<file path="src/rtl/uart_tx_arbiter.sv">
// uart_tx_arbiter: round-robin arbiter that shares one UART_TX serializer
// between NUM_REQ byte producers.
//
// One byte is accepted per grant over a valid/ready handshake. The byte is
// sent to UART_TX with a one-cycle start strobe. The block then waits for the
// frame-done pulse, or gives up after TIMEOUT_CLKS. An idle guard gap of
// GAP_CLKS follows before the next grant.
//
// Ports
//   Clock       in   system clock, rising edge
//   Reset       in   asynchronous active-high reset
//   Req_Valid   in   [NUM_REQ]   per-requester byte available
//   Req_Data    in   [8*NUM_REQ] byte i on bits [8i+7:8i]
//   Req_Ready   out  [NUM_REQ]   one-hot, one-cycle accept pulse
//   TX_Start    out  one-cycle start strobe to UART_TX
//   TX_Bytes    out  [8] byte to UART_TX; held until back in IDLE
//   TX_Active   in   UART_TX busy (status only, not used for sequencing)
//   TX_Done     in   UART_TX frame-complete pulse
//   Busy        out  high in any state other than IDLE
//   Grant_Id    out  [ID_W] current / most recent granted requester
//   Timeout_Err out  one-cycle pulse when the frame timeout expires
module uart_tx_arbiter #(
  parameter int NUM_REQ      = 4,
  parameter int ID_W         = 2,
  parameter int CLKS_PER_BIT = 868,
  parameter int GAP_CLKS     = 868,
  parameter int TIMEOUT_CLKS = 12*CLKS_PER_BIT
) (
  input  logic                 Clock,
  input  logic                 Reset,
  input  logic [NUM_REQ-1:0]   Req_Valid,
  input  logic [8*NUM_REQ-1:0] Req_Data,
  output logic [NUM_REQ-1:0]   Req_Ready,
  output logic                 TX_Start,
  output logic [7:0]           TX_Bytes,
  input  logic                 TX_Active,
  input  logic                 TX_Done,
  output logic                 Busy,
  output logic [ID_W-1:0]      Grant_Id,
  output logic                 Timeout_Err
);

  localparam int MAXC  = (TIMEOUT_CLKS > GAP_CLKS) ? TIMEOUT_CLKS : GAP_CLKS;
  localparam int CNT_W = $clog2(MAXC + 1);
  localparam logic [CNT_W-1:0] TO_LAST  = CNT_W'(TIMEOUT_CLKS - 1);
  // GAP_CLKS of 0 or 1 both spend a single cycle in GAP.
  localparam logic [CNT_W-1:0] GAP_LAST = CNT_W'((GAP_CLKS == 0) ? 0 : GAP_CLKS - 1);

  typedef enum logic [2:0] {IDLE, GRANT, START, WAIT_DONE, GAP} state_t;

  state_t             state, state_n;
  logic [CNT_W-1:0]   cnt, cnt_n;
  logic [ID_W-1:0]    last_grant, last_n;
  logic [NUM_REQ-1:0] ready_n;
  logic               start_n, busy_n, terr_n;
  logic [7:0]         bytes_n;
  logic [ID_W-1:0]    grant_n;

  // Round-robin pick. "hi" is the lowest valid index above last_grant.
  // "lo" is the lowest valid index overall, which is the wrap-around choice.
  logic            any_vld, hi_found;
  logic [ID_W-1:0] hi_win, lo_win, win;
  logic [7:0]      win_byte;

  always_comb begin
    any_vld  = 1'b0;
    hi_found = 1'b0;
    hi_win   = '0;
    lo_win   = '0;
    for (int i = NUM_REQ - 1; i >= 0; i--) begin
      if (Req_Valid[i]) begin
        any_vld = 1'b1;
        lo_win  = ID_W'(i);
        if (ID_W'(i) > last_grant) begin
          hi_found = 1'b1;
          hi_win   = ID_W'(i);
        end
      end
    end
    win = hi_found ? hi_win : lo_win;
    win_byte = 8'h00;
    for (int i = 0; i < NUM_REQ; i++)
      if (ID_W'(i) == win) win_byte = Req_Data[8*i +: 8];
  end

  always_comb begin
    state_n = state;
    cnt_n   = cnt;
    last_n  = last_grant;
    ready_n = '0;
    start_n = 1'b0;
    terr_n  = 1'b0;
    bytes_n = TX_Bytes;
    grant_n = Grant_Id;
    unique case (state)
      IDLE: begin
        if (any_vld) begin
          bytes_n = win_byte;
          grant_n = win;
          last_n  = win;
          ready_n = NUM_REQ'(1) << win;
          state_n = GRANT;
        end
      end
      GRANT: begin
        start_n = 1'b1;
        state_n = START;
      end
      START: begin
        cnt_n   = '0;
        state_n = WAIT_DONE;
      end
      WAIT_DONE: begin
        // The error is raised on the edge where the counter reaches
        // TIMEOUT_CLKS-1. The pulse therefore lands TIMEOUT_CLKS cycles
        // after the start strobe. A TX_Done on that same edge takes priority.
        cnt_n = cnt + 1'b1;
        if (TX_Done) begin
          cnt_n   = '0;
          state_n = GAP;
        end else if (cnt + 1'b1 == TO_LAST) begin
          cnt_n   = '0;
          terr_n  = 1'b1;
          state_n = GAP;
        end
      end
      GAP: begin
        if (cnt == GAP_LAST) begin
          cnt_n   = '0;
          state_n = IDLE;
        end else begin
          cnt_n = cnt + 1'b1;
        end
      end
      default: state_n = IDLE;
    endcase
    busy_n = (state_n != IDLE);
  end

  always_ff @(posedge Clock or posedge Reset) begin
    if (Reset) begin
      state       <= IDLE;
      cnt         <= '0;
      last_grant  <= ID_W'(NUM_REQ - 1);
      Req_Ready   <= '0;
      TX_Start    <= 1'b0;
      TX_Bytes    <= 8'h00;
      Busy        <= 1'b0;
      Grant_Id    <= '0;
      Timeout_Err <= 1'b0;
    end else begin
      state       <= state_n;
      cnt         <= cnt_n;
      last_grant  <= last_n;
      Req_Ready   <= ready_n;
      TX_Start    <= start_n;
      TX_Bytes    <= bytes_n;
      Busy        <= busy_n;
      Grant_Id    <= grant_n;
      Timeout_Err <= terr_n;
    end
  end

endmodule

</file>
<file path="config.mk">
export PLATFORM = sky130hd
export DESIGN_NAME = uart_tx_arbiter
export DESIGN_NICKNAME = d
export VERILOG_FILES = /design/src/rtl/uart_tx_arbiter.sv
export SDC_FILE = /design/constraint.sdc
export NUM_CORES = 1
export LEC_CHECK = 0
export BUFFER_PORTS_ARGS = -buffer_cell sky130_fd_sc_hd__clkbuf_2
export CORE_ASPECT_RATIO = 1.25
export CORE_MARGIN = 2
export CORE_UTILIZATION = 30
export DETAILED_ROUTE_END_ITERATION = 16
export SLEW_MARGIN = 25
export SYNTH_ARGS = -nofsm -noshare
export SYNTH_HDL_FRONTEND = slang
export SYNTH_SLANG_ARGS = --single-unit
</file>
<file path="constraint.sdc">
create_clock -name Clock -period 2.17 [get_ports Clock]
set_input_delay 0.217 -clock Clock [delete_from_list [all_inputs] [get_ports Clock]]
set_output_delay 0.217 -clock Clock [all_outputs]
set_load 0.05 [all_outputs]
</file>
==> results.toml <==
[run_status]
outcome = "finished, violations left"
violations = "negative hold slack"

[placed_design]
dp_slack_ns = -0.1017
dpl_cell_area_mm2 = 0.002656
post-dp-hpwl_mm = 4.042
port_buffers = 55
place_inst = 385
place_congestion = 0.9234

[yosys]
synthMuxAreaShare = 0.08706
yosys_warnings = 0
synth_edf_count = 0
syn-num-nets = 269
synth_seq_cells = 36
yosysSeqAreaShare = 0.4247
syn_inst = 227
ys_top_cells_by_area = "dfrtp_1 40%, mux2i_1 8.0%, nand2_1 3.9%"
synth-xor-area-share = 0
ys_types = 53
synth-simple-area-share = 0.2265
synthFlopType = "dfrtp_1"
synth_top_family_by_area = "simple AND/OR/NAND/NOR gates"
synth_top_area_share = 0.4000
synth-compound-area-share = 0.2135
syn_area_mm2 = 0.002127
yosys.area.top_type = "dfrtp_1"
async_reset_ff_frac = 1.000
yosys.area_share.adder = 0.01176
avgSynthCellArea_um2 = 9.370

[grt]
grt_pass1_wl_mm = 9.342
grt_use_total = 0.1499
grt_pass1_vias = 2010
antenna_found_initial = 0
grt_max_degree = 37
grt_overflow_total = 0

[setup_path]
path_max_fanout = 9
slowest_delay_ns = 0.41
reg2reg_depth = 9
path_class = "reg -> reg"
rrSetupSlack_ns = 0.04
cpMaxStageDelayCell = "dfrtp_1"
path_cells = "ha_4 -> buf_4 -> nand3_1 -> a211oi_2 -> o32ai_2 -> a31oi_4 -> nor2_4 -> buf_12 -> o32ai_1"
path_buf_inv = 2
critPathRequiredTime_ns = 2.37
cp-start-kind = "register"
rr_endpoint = "cnt[3]$_DFFE_PP0P_"
critPathArrivalTime_ns = 2.33
reg2reg_from = "cnt[0]$_DFFE_PP0P_"
critPathCaptureType = "register"
cp.depth = 9
critPathTopFamily = "compound AO/OA/AOI/OAI gates"

[detailed_routing]
vias = 2126
wl_per_cell_um = 14.64
first_iter_violations = 89
ant_nets = 0
viasPerCell = 5.262
route.detailed.drc = 0
routed_wl_mm = 5.913
first_pass_iters = 4

[pwr]
powerDensity_mw_per_mm2 = 1117
leakage_uw = 0.001388
irDropWorstVdd_v = 0.0007186

[timing]
skew_ns = 0.01042
finalHoldViolCount = 1
slew_headroom = 0.6495
max_slew.worst_pin.slew_ns = 0.5209
fin_ws_ns = 0.03545
setup_viol = 0
period_needed_ns = 2.135
setup_tns_ns = 0
holdWs_ns = -0.001190
period_share = 0.9837
max_freq_mhz = 468.5
slew_viol_final = 0

[floorplan]
die_h_um = 98.14
die_w_um = 79.32
io_pins = 57
die_area_mm2 = 0.007784
coreArea_mm2 = 0.006934
num_rows = 34
start_util = 0.3067

[cells_and_area]
instances_no_fill = 404
design_area_mm2 = 0.002948
nFillCells = 658
areaGrowthSynthToFinish_pct = 38.59
final_cell_mix = "55 x clkbuf_2, 33 x dfrtp_1, 31 x buf_4"
drive_above_1_share = 0.3949
nets = 355
diodes = 0
final_common_cell = "clkbuf_2"

[cts]
cts_tree = "done"
cts_max_path_buffers = 2
clk_latency_ns = 0.30
cts.sinks = 36
clk_pin_slew_ns = 0.08
numCtsBuffers = 5
clockRootBuffer = "clkbuf_8"
cts_htree_levels = 2

[hold_path]
hp-class = "in -> async"

[flow_run]
maxCapViolCount = 0
-- state kept, by name, summed over array words and instances (netlist names) --
name         count
Busy             1
last_grant       2
TX_Bytes         8
TX_Start         1
Grant_Id         2
cnt             14
state            3
Req_Ready        4
Timeout_Err      1
-- power breakdown --
group / switching [uW] / internal (uW) / total [uW]
Sequential: 151 / 864 / 1010
Clock: 266 / 229 / 495
Combinational: 1130 / 651 / 1780
-- what timing repair did --
item                                    CTS  global route
hold buffers                              0             0
pin swaps                                 3             9
setup buffers                             3             8
endpoints found under the setup margin   15            14
resized for setup                         9            14
-- worst reg2reg max path, stage by stage, from the launching register on --
cell	delay, ns
dfrtp_1	0.41
ha_4	0.19
buf_4	0.13
nand3_1	0.17
a211oi_2	0.25
o32ai_2	0.14
a31oi_4	0.27
nor2_4	0.08
buf_12	0.15
o32ai_1	0.26
-- routing by layer --
metal,vias to the layer above,global-route usage,wire [um]
li1,1014,-,-
met1,1016,0.1930,2493
met2,79,0.2471,2874
met3,17,0.03050,379
met4,0,0.05570,166
met5,-,0,0
-- how the worst max path moves through the flow --
stage,slack [ns],from,endpoint
floorplan,0.21,cnt[1]$_DFFE_PP0P_,cnt[3]$_DFFE_PP0P_
global placement,-0.11,cnt[0]$_DFFE_PP0P_,cnt[2]$_DFFE_PP0P_
detailed placement,-0.10,cnt[0]$_DFFE_PP0P_,cnt[3]$_DFFE_PP0P_
CTS,0.01,cnt[0]$_DFFE_PP0P_,cnt[10]$_DFFE_PP0P_
global route,-0.05,cnt[0]$_DFFE_PP0P_,cnt[3]$_DFFE_PP0P_
finish,0.04,cnt[0]$_DFFE_PP0P_,cnt[3]$_DFFE_PP0P_
-- logic make-up after synthesis --
logic type / after synthesis
compound gates: 61
fa+ha+maj: 2
buf+inv: 18
flops: 36
mux: 18
simple gates: 92
-- final cells by class --
cell class                 instances  area (um2)  share of cell area
timing repair buffer              90       570.5              0.1935
multi-input combinational        173        1245              0.4223
tap                               90       112.6             0.03820
clock buffer                       6       72.57             0.02462
sequential                        36       904.6              0.3069
clock inverter                     2       16.27            0.005518
inverter                           7       26.28            0.008913
-- through the flow --
stage	total power, uW	utilization	hold WS, ns
global placement	2656	0.3831	0.3412
floorplan	2141	-	0.3825
global route	3497	0.4251	0.06365
finish	3292	0.4251	-0.001190
CTS	3236	0.4067	0.01982
detailed placement	2673	0.3831	0.3454
-- Yosys cell counts, types with 2 or more instances --
master,instances
dfrtp_1,34
inv_1,7
o221ai_1,9
and2_1,4
mux2i_1,17
and3_1,4
nand2_1,22
o31ai_1,4
or2_2,3
nand4_1,4
nand3_1,7
ha_1,2
nor3_1,3
o22ai_1,2
o21ai_0,16
buf_2,4
a211oi_1,4
a21oi_1,7
dfstp_2,2
o32ai_1,7
nor2_1,22
clkbuf_1,4
o21a_1,2
nor2b_1,8
Note: power is estimated with default switching activity, not from simulation.
